$ cat src/rtl/firebird_ifu.sv
// firebird_ifu: instruction fetch unit. Holds the PC, keeps a single
// instruction-memory request in flight and hands the returned word to
// decode under a valid/ready handshake. Execute may redirect the PC at any
// time; a fetch already in flight is then killed.
module firebird_ifu #(
  parameter logic [31:0] RESET_PC = 32'h0000_0000
) (
  input  logic        clk,
  input  logic        rst,
  output logic        imem_req_valid,
  input  logic        imem_req_ready,
  output logic [31:0] imem_req_addr,
  input  logic        imem_rsp_valid,
  input  logic [31:0] imem_rsp_data,
  output logic        inst_valid,
  input  logic        inst_ready,
  output logic [31:0] inst,
  output logic [31:0] inst_pc,
  output logic [6:0]  inst_opcode,
  input  logic        redirect_valid,
  input  logic [31:0] redirect_pc,
  output logic        misalign_err
);

  typedef enum logic [1:0] {
    S_IDLE,
    S_FETCH,
    S_WAIT,
    S_HOLD
  } state_e;

  state_e      state_q, state_d;
  logic [31:0] pc_q, pc_d;
  logic        kill_q, kill_d;
  logic [31:0] inst_q, inst_d;
  logic [31:0] inst_pc_q, inst_pc_d;
  logic        inst_valid_q, inst_valid_d;
  logic        misalign_q, misalign_d;

  // Next-state logic: normal fetch sequencing, then redirect overrides the PC.
  always_comb begin
    state_d      = state_q;
    pc_d         = pc_q;
    kill_d       = kill_q;
    inst_d       = inst_q;
    inst_pc_d    = inst_pc_q;
    inst_valid_d = inst_valid_q;
    misalign_d   = misalign_q;

    unique case (state_q)
      S_IDLE: begin
        state_d = S_FETCH;
      end
      S_FETCH: begin
        if (imem_req_ready) begin
          state_d = S_WAIT;
          // A redirect in the accept cycle orphans the request just issued.
          kill_d  = redirect_valid;
        end
      end
      S_WAIT: begin
        if (imem_rsp_valid) begin
          kill_d = 1'b0;
          if (!kill_q && !redirect_valid) begin
            inst_d       = imem_rsp_data;
            inst_pc_d    = pc_q;
            inst_valid_d = 1'b1;
            state_d      = S_HOLD;
          end else begin
            state_d = S_FETCH;
          end
        end else if (redirect_valid) begin
          kill_d = 1'b1;
        end
      end
      S_HOLD: begin
        if (redirect_valid) begin
          inst_valid_d = 1'b0;
          state_d      = S_FETCH;
        end else if (inst_ready) begin
          pc_d         = pc_q + 32'd4;
          inst_valid_d = 1'b0;
          state_d      = S_FETCH;
        end
      end
      default: begin
        state_d = S_IDLE;
      end
    endcase

    // Redirect takes precedence over pc+4; the PC is always kept word aligned.
    if (redirect_valid && (state_q != S_IDLE)) begin
      pc_d = {redirect_pc[31:2], 2'b00};
      if (redirect_pc[1:0] != 2'b00) begin
        misalign_d = 1'b1;
      end
    end
  end

  // State registers with synchronous reset.
  always_ff @(posedge clk) begin
    if (rst) begin
      state_q      <= S_IDLE;
      pc_q         <= RESET_PC;
      kill_q       <= 1'b0;
      inst_q       <= '0;
      inst_pc_q    <= '0;
      inst_valid_q <= 1'b0;
      misalign_q   <= 1'b0;
    end else begin
      state_q      <= state_d;
      pc_q         <= pc_d;
      kill_q       <= kill_d;
      inst_q       <= inst_d;
      inst_pc_q    <= inst_pc_d;
      inst_valid_q <= inst_valid_d;
      misalign_q   <= misalign_d;
    end
  end

  assign imem_req_valid = (state_q == S_FETCH);
  assign imem_req_addr  = pc_q;
  assign inst_valid     = inst_valid_q;
  assign inst           = inst_q;
  assign inst_pc        = inst_pc_q;
  assign inst_opcode    = inst_q[6:0];
  assign misalign_err   = misalign_q;

endmodule

$ cat config.mk
export PLATFORM = sky130hd
export DESIGN_NAME = firebird_ifu
export DESIGN_NICKNAME = d
export VERILOG_FILES = /design/src/rtl/firebird_ifu.sv
export SDC_FILE = /design/constraint.sdc
export NUM_CORES = 1
export LEC_CHECK = 0
export CELL_PAD_IN_SITES_DETAIL_PLACEMENT = 0
export CELL_PAD_IN_SITES_GLOBAL_PLACEMENT = 1
export CORE_MARGIN = 2
export CORE_UTILIZATION = 30
export DETAILED_ROUTE_END_ITERATION = 6
export GPL_ROUTABILITY_DRIVEN = 0
export GPL_TIMING_DRIVEN = 1
export PLACE_DENSITY = 0.82
export SETUP_SLACK_MARGIN = 0.2
export SYNTH_ARGS = -nofsm -noshare
export SYNTH_HDL_FRONTEND = slang
export SYNTH_SLANG_ARGS = --single-unit
$ cat constraint.sdc
create_clock -name clk -period 2.94 [get_ports clk]
set_clock_uncertainty 0.2 [all_clocks]
set_input_delay 0.588 -clock clk [delete_from_list [all_inputs] [get_ports clk]]
set_output_delay 0.588 -clock clk [all_outputs]
set_load 0.05 [all_outputs]
==> impl_metrics.yaml, run 1 <==
outcome:
  status: "completed"
clocking:
  cts_hold_buffers: 0
  clkLatencyLatePin_ns: 0.34
  cts_tree: "done"
  clkSinkCount: 97
  htreeDepth: 3
  cts_root_buf: "clkbuf_16"
  cts-buffers-inserted: 9
  clock_path_buffers: 2
  path_clk_slew_ns: 0.07
worst_setup_path:
  worst-r2r-cell-count: 7
  crit_path_start_kind: "register"
  cp_cell_sequence: "clkdlybuf4s50_1"
  crit_required_ns: 2.15
  cp_num_buf_inv: 1
  critical_path_class: "reg -> out"
  max_stage_delay_ns: 0.88
  worstPathMaxFanout: 7
  cp.arrival_ns: 1.70
  crit_slowest_cell: "clkdlybuf4s50_1"
  crit_cells: 1
  path_delay_family: "buffers and inverters"
  critPathCaptureType: "output port"
route:
  vias: 4124
  wl_per_cell_um: 14.8
  ant_nets: 0
  wl_um: 12700
  drtIter0Drc: 169
  drt-pass1-iter-count: 4
  drc: 0
  viasPerCell: 4.81
logic_synthesis:
  synth_xor_area_frac: 0.0419
  synth-main-ff-cell: "dfxtp_1"
  ys_seq_elements: 97
  yosysWarnings: 0
  synth_fa_ha_area_frac: 0.0150
  netlist_instances: 520
  muxShareOfSynthArea: 0.0129
  yosys.cell_types.count: 43
  async_reset_ff_frac: 0
  synthSimpleGateAreaFrac: 0.252
  synth_top_family_by_area: "simple AND/OR/NAND/NOR gates"
  synth_area_sq_mm: 0.00418
  netlist.area_leader.share: 0.464
  synth_edf_count: 0
  synth_area_per_cell_sq_um: 8.05
  synth_compound_area_frac: 0.156
  ys_seq_area_frac: 0.464
  synth.largest_area_cell: "dfxtp_1"
  synth_area_leaders: "dfxtp_1 46%, nand2_1 13%, a21oi_1 8.7%"
cells_and_area:
  final_area_sq_mm: 0.00640
  final_cells: 858
  nets: 748
  drive_above_1_share: 0.0664
  diodes: 0
  synthToLayoutAreaGrowth_pct: 52.9
floorplan:
  dieArea_sq_mm: 0.0149
  fp.coreArea_sq_mm: 0.0138
  rows: 43
  start_util: 0.304
  pin_count: 176
  dieWidth_um: 122
  die_y_um: 122
timing:
  period_needed_ns: 2.49
  fin_setup_tns_ns: 0
  relSlewSlack: 0.603
  fin_crit_sh: 0.847
  setup_violations: 0
  finalMaxSlewViolations: 0
  max_freq_mhz: 401
  finalHoldViolations: 0
  tightestPinTransition_ns: 0.594
  grt_setup_unrepaired: "false"
power_and_ir_drop:
  leakage_nw: 2.18
  power_w: 0.00324
  p_per_area_mw_per_mm2: 506
  ir_drop_v: 0.000238
worst_hold_path:
  holdPathStages: 2
  hold_path.class: "reg -> reg"
placement:
  place_inst: 842
  hpwl_um: 9200
  numPortBuffers: 171
  dpl-instance-area_sq_mm: 0.00606
grt:
  antenna_found_initial: 0
  grt_usage: 0.168
  grt_pass1_vias: 3894
  grt_remaining_overflow: 0
  grt_pass1_wl_um: 19500
  grt_max_degree: 53
flow_run:
  cap_violations: 0
==> final timing paths <==
check	startpoint	end	slack [ns]
max	imem_req_addr[7]$_SDFFE_PP0P_	imem_req_addr[7]	0.45
min	inst_pc[20]$_SDFFE_PP0P_	inst_pc[20]$_SDFFE_PP0P_	0.25
max reg2reg	state_q[0]$_SDFFE_PP0P_	inst_pc[18]$_SDFFE_PP0P_	0.64
min reg2reg	inst_pc[20]$_SDFFE_PP0P_	inst_pc[20]$_SDFFE_PP0P_	0.25
==> timing repair <==
action / in CTS / in global routing
gates resized for setup: 0 / 1
endpoints found under the setup margin: 0 / 1
buffers inserted: 0 / 0
==> cell usage after synthesis (all sizes together), types with 5 or more instances <==
cell type / number
buf: 18
o21ai: 6
xor2: 18
dfxtp: 97
ha: 5
inv: 6
nand4: 14
nor4: 5
nor2: 29
nand2: 144
a311oi: 5
and3: 5
nand3: 10
a211oi: 19
clkbuf: 27
a21oi: 73
==> logic make-up after synthesis <==
family,Yosys count
simple gates,230
compound gates,111
flops,97
buf+inv,51
xor+xnor,20
fa+ha+maj,5
mux,5
other cells,1
==> sequential cells by signal, summed over array words and instances, names as in the netlist <==
signal / cells
inst: 32
imem_req_addr: 30
inst_pc: 30
state_q: 2
inst_valid: 1
kill_q: 1
misalign_err: 1
==> cell usage in the layout (no fill, tap or decap), types with 5 or more instances in the layout <==
master             n
clkdlybuf4s50_1  169
nand2_1          143
dfxtp_1           97
a21oi_1           73
nor2_1            29
xor2_1            18
a211oi_1          18
nand4_1           14
buf_4             10
nand3_1            9
clkbuf_16          9
inv_1              6
o21ai_0            6
and3_1             5
a311oi_1           5
ha_1               5
==> power by group <==
| part | switching, W | internal, W | leakage, nW |
|---|---|---|---|
| logic | 0.000304 | 0.000222 | 1.24 |
| clock network | 0.000493 | 0.000792 | 0.155 |
| registers | 0.0000692 | 0.00136 | 0.787 |
==> stage by stage <==
stage | util | hold slack [ns] | setup slack [ns]
3_5_place_dp | 0.440 | 0.246 | 0.208
5_1_grt | 0.464 | 0.265 | 0.379
3_3_place_gp | 0.440 | 0.234 | 0.270
2_1_floorplan | - | 0.302 | 0.553
6_report | 0.464 | 0.254 | 0.449
4_1_cts | 0.464 | 0.255 | 0.292
==> per-layer routing <==
layer	vias to the layer above	track usage	share of wire
met3	11	0.0520	0.064
met4	0	0.0668	0.016
li1	2057	-	-
met1	1940	0.210	0.45
met5	-	0	0
met2	116	0.270	0.47
==> cell type report <==
class	instances	area [sq um]
clock inverters	4	75.1
inverters	6	22.5
clock buffers	12	256
flip-flops and latches	97	1940
repair buffers	184	1860
fillers	1347	7380
well taps	180	225
multi-input cells	375	2020
Note: power is estimated with default switching activity, not from simulation.
==> run 2, diff against run 1 <==
==> constraint.sdc (replaced) <==
create_clock -name clk -period 2.4 [get_ports clk]
set_clock_uncertainty 0.2 [all_clocks]
set_input_delay 0.48 -clock clk [delete_from_list [all_inputs] [get_ports clk]]
set_output_delay 0.48 -clock clk [all_outputs]
set_load 0.05 [all_outputs]
==> impl_metrics.yaml, run 2 (synthesis results as in run 1) <==
floorplan:
  start_util: 0.304
  pin_count: 176
  dieArea_sq_mm: 0.0149
  rows: 43
  die_y_um: 122
  dieWidth_um: 122
  fp.coreArea_sq_mm: 0.0138
placement:
  dp_slack_ns: -0.120
  hpwl_um: 9410
  numPortBuffers: 171
clocking:
  htreeDepth: 3
  cts_hold_buffers: 0
  clkLatencyLatePin_ns: 0.34
  cts_root_buf: "clkbuf_16"
  clock_path_buffers: 2
  clkSinkCount: 97
  cts_tree: "done"
  path_clk_slew_ns: 0.06
  cts-buffers-inserted: 9
worst_setup_path:
  reg2reg_to: "imem_req_addr[30]$_SDFFE_PP0P_"
  critPathCaptureType: "output port"
  crit_required_ns: 1.72
  max_stage_delay_ns: 0.81
  worst-r2r-cell-count: 8
  cp_cell_sequence: "clkdlybuf4s50_1"
  path_delay_family: "buffers and inverters"
  cp_num_buf_inv: 1
  crit_slowest_cell: "clkdlybuf4s50_1"
  cp.arrival_ns: 1.48
  reg2reg_slack_ns: 0.31
  critical_path_class: "reg -> out"
  timing.rr.start: "state_q[0]$_SDFFE_PP0P_"
  crit_path_start_kind: "register"
  worstPathMaxFanout: 2
grt:
  grt_pass1_wl_um: 19900
  grt_pass1_vias: 3898
  antenna_found_initial: 0
  grt_remaining_overflow: 0
  grt_max_degree: 59
  grt_usage: 0.171
cells_and_area:
  largest_reg_flops: 32
  final_common_cell: "nand2_1"
  nets: 764
  layout_common_cells: "143 x nand2_1, 85 x dfxtp_1, 85 x clkdlybuf4s50_1, 73 x a21oi_1, 42 x dlygate4sd2_1"
  synthToLayoutAreaGrowth_pct: 55.6
  diodes: 0
  drive_above_1_share: 0.113
power_and_ir_drop:
  p_per_area_mw_per_mm2: 564
  ir_drop_v: 0.000463
  leakage_nw: 3.12
timing:
  fin_setup_tns_ns: 0
  finalMaxSlewViolations: 0
  grt_setup_unrepaired: "true"
  relSlewSlack: 0.555
  setup_violations: 0
  fin_ws_ns: 0.241
  finalHoldViolations: 0
  tightestPinTransition_ns: 0.667
  fin_crit_sh: 0.900
  period_needed_ns: 2.16
  max_freq_mhz: 463
route:
  wl_um: 12900
  wl_per_cell_um: 14.8
  drt-pass1-iter-count: 6
  viasPerCell: 4.72
  ant_nets: 0
  drtIter0Drc: 133
  vias: 4111
  drc: 0
worst_hold_path:
  holdPathStages: 2
  min_to: "inst_pc[10]$_SDFFE_PP0P_"
  hold_path.class: "reg -> reg"
  min_from: "inst_pc[10]$_SDFFE_PP0P_"
flow_run:
  cap_violations: 0
outcome:
  status: "completed"
-- run 2: per-layer routing --
metal | up-vias | global-route usage | routed length [um]
li1 | 2085 | - | -
met1 | 1898 | 0.213 | 5610
met2 | 116 | 0.285 | 6330
met3 | 12 | 0.0496 | 786
met4 | 0 | 0.0532 | 197
met5 | - | 0 | 0
-- run 2: worst max-delay path by stage --
| stage | cells after the start | start | endpoint | slack, ns |
|---|---|---|---|---|
| after floorplan | 5 | imem_req_addr[18]$_SDFFE_PP0P_ | imem_req_addr[29]$_SDFFE_PP0P_ | 0.21 |
| after global placement | 7 | inst_ready | imem_req_addr[16]$_SDFFE_PP0P_ | -0.08 |
| after detailed placement | 5 | inst_ready | imem_req_addr[14]$_SDFFE_PP0P_ | -0.12 |
| after CTS | 1 | inst[0]$_SDFFE_PP0P_ | inst[0] | 0.20 |
| after global routing | 8 | state_q[0]$_SDFFE_PP0P_ | imem_req_addr[28]$_SDFFE_PP0P_ | 0.18 |
| final | 1 | inst[13]$_SDFFE_PP0P_ | inst[13] | 0.24 |
-- run 2: cell type report --
class                      count  area, sq um
sequential                    97         1960
tap                          180          225
inverter                       6         22.5
multi-input combinational    375         2050
fill                        1360         7260
clock buffer                  12          246
clock inverter                 1         5.00
timing repair buffer         200         2010
-- run 2: what timing repair did --
item / in CTS / in global routing
setup endpoints to repair: 44 / 74
setup buffers: 0 / 1
gates resized for setup: 42 / 44
cloned: 0 / 0
pin swaps: 0 / 1
-- run 2: where the power goes --
part / internal (W) / total [W] / switching, W
clock: 0.000713 / 0.00129 / 0.000576
combinational: 0.000249 / 0.000626 / 0.000376
sequential: 0.00167 / 0.00176 / 0.0000858
-- run 2: metrics by stage --
step	total power, W	std cells	util	area, sq um	hold slack (ns)
6_report	0.00367	871	0.473	6510	0.253
5_1_grt	0.00384	871	0.473	6510	0.276
3_3_place_gp	0.00244	857	0.449	6180	0.235
3_5_place_dp	0.00244	857	0.449	6180	0.248
4_1_cts	0.00373	870	0.463	6380	0.256
2_1_floorplan	0.00214	523	-	4210	0.302
==> patch, RTL diff (config.mk and constraints of run 2) <==
The 4 states of `state_e` get a one-hot encoding in 4 bits.
--- a/src/rtl/firebird_ifu.sv
+++ b/src/rtl/firebird_ifu.sv
@@ -22,11 +22,11 @@
   output logic        misalign_err
 );
 
-  typedef enum logic [1:0] {
-    S_IDLE,
-    S_FETCH,
-    S_WAIT,
-    S_HOLD
+  typedef enum logic [3:0] {
+    S_IDLE  = 4'b0001,
+    S_FETCH = 4'b0010,
+    S_WAIT  = 4'b0100,
+    S_HOLD  = 4'b1000
   } state_e;
 
   state_e      state_q, state_d;
Check against the original RTL: same outputs for any inputs over 4 cycles, from zero or initial values and one cycle with rst high; so few cycles prove little.
==> patch against run 2 <==
- final area increased by 3.9%
- routed wire length is 1.4% higher
- worst setup slack got worse by 60 ps
- utilization grew 1.5 points
- sequential cell count increased by 2
- non-clock buffer count up 3
- sequential power grew 5%
- total power is 15% higher
- die area increased by 1.9%
- synthesized area rose by 1.9%
- critical path type is now reg -> reg
==> patch: results (changes against run 2) <==
Parameter                              Value

Global route
  Routing usage on met2    28.5% (about the same)
  Met3 Resource Use GR    5.26% (was 4.96%)
  Wire length of the first global-routing pass    20.7 mm (was 19.9 mm)
  Number of global-route vias before repair    4119 (was 3898)
  GRT met1 Usage    21.7% (was 21.3%)
  Largest net degree at the start of global routing    44 (was 59)

Routing
  Via count    4267 (was 4111)
  Count of routing violations after the opening detailed-route iteration    217 (was 133)
  Detailed-router iteration count before antenna repair    4 (was 6)
  Routed Wire Length    13.1 mm (was 12.9 mm)

Synth
  Number of distinct library cells after synthesis    47 (was 43)
  Share of synthesized area occupied by flip-flops and latches    46.5% (was 46.4%)
  Top cells by instance count after synthesis    nand2_1, dfxtp_1, a21oi_1, nor2_1, clkbuf_1 (unchanged)
  Area of the mapped netlist    4260 um2 (was 4180 um2)
  Largest cells by area after synthesis    dfxtp_1, nand2_1, a21oi_1 (unchanged)

Run status
  Run status    finished clean (unchanged)

Worst setup path
  Setup slack of the worst register-to-register path    180 ps (was 310 ps)
  Worst path slowest cell    or4b_4 (was clkdlybuf4s50_1)
  Crit Reg-Reg Endpoint    imem_req_addr[29]$_SDFFE_PP0P_ (was imem_req_addr[30]$_SDFFE_PP0P_)
  Maximum cell stage delay along the critical path    580 ps (was 810 ps)
  Crit path max fanout    3 (was 2)
  Worst R2R Start    state_q[2]$_SDFFE_PP0P_ (was state_q[0]$_SDFFE_PP0P_)
  Cell family contributing the most delay on the critical path    simple AND/OR/NAND/NOR gates (was buffers and inverters)
  Reg2reg path depth    6 (was 8)
  Setup crit end    imem_req_addr[29]$_SDFFE_PP0P_ (was inst[13])

Power
  Static leakage power    3.22 nW (was 3.12 nW)
  Switching power of the nets    1.26 mW (was 1.04 mW)
  Worst VDD drop    0.326 mV (was 0.463 mV)

Cells and area
  Share of layout cells above drive strength 1    12.6% (was 11.3%)
  Fill cell instance count of the final layout    1361 (was 1360)

Worst hold path
  HP Start    misalign_err$_SDFFE_PP0P_ (was inst_pc[10]$_SDFFE_PP0P_)
  Capture endpoint of the worst hold path    misalign_err$_SDFFE_PP0P_ (was inst_pc[10]$_SDFFE_PP0P_)

STA
  Worst-Margin Slew    554 ps (was 667 ps)

Placement
  Post-DP HPWL    9.42 mm (was 9.41 mm)
-- patch: cell types whose count changed in the layout (fill, tap and decap cells not counted), moves of 5 or more --
cell,before,now
dlygate4sd2_1,42,62
clkdlybuf4s50_1,85,73
nor2_1,29,38
buf_4,31,25
nand2_1,143,137
dlymetal6s2s_1,38,33
-- patch: repair_timing --
action	4_1_cts	5_1_grt
gates cloned	0	0
endpoints found under the setup margin	76	119
buffers inserted	3	4
endpoints found under the hold margin	0	0
pin swaps	5	8
gates resized for setup	65	43
-- patch: logic make-up (layout without fill, tap and decap cells) --
kind of cell | after synthesis | after routing | synth area share [%]
AND/OR/NAND/NOR | 236 | 236 | 25.3
AO/OA/AOI/OAI | 116 | 116 | 16.4
flip-flops | 99 | 99 | 46.5
buffers and inverters | 50 | 224 | 6.02
XOR/XNOR | 23 | 23 | 4.72
multiplexers | 3 | 3 | 0.704
adder cells (fa/ha/maj) | 1 | 1 | 0.293
other | 1 | 4 | 0.0879
-- patch: per-stage QoR --
stage	hold WS, ps	std cells	area [um2]	utilization [%]	setup WS [ps]
after floorplan	362	532	4320	-	74.0
after global placement	234	863	6310	45.4	19.7
after detailed placement	240	863	6310	45.4	-72.6
after CTS	248	882	6600	47.6	192
after global routing	270	886	6770	48.7	124
final	243	886	6770	48.7	181
-- patch: layout make-up --
class                           instances  area, um2  share of cell area [%]
Clock buffer                            9        225                    3.33
Clock inverter                          7       92.6                    1.37
Inverter                                5       18.8                   0.277
Multi-Input combinational cell        383       2150                    31.8
Sequential cell                        99       2000                    29.5
Tap cell                              180        225                    3.33
Timing Repair Buffer                  203       2060                    30.4
-- patch: tightest hold or removal path: cells and delay by family (launching register included) --
kind	cells	cell delay (ps)
AO/OA/AOI/OAI	1	50
buffers and inverters	1	40
flip-flops	1	310
-- patch: power groups by stage --
stage,sequential (mW),combinational (mW),clock (mW)
CTS,1.84,0.798,1.61
detailed placement,1.88,0.839,0
global placement,1.87,0.832,0
floorplan,2.09,0.259,0
finish,1.84,0.810,1.57
global route,1.85,0.863,1.68
-- patch: layer usage --
layer  part of all wire (%)  vias to the layer above
met3                    7.3                       22
met2                     48                      139
met4                    2.1                        0
met5                      0                        -
met1                     43                     1971
li1                       -                     2135
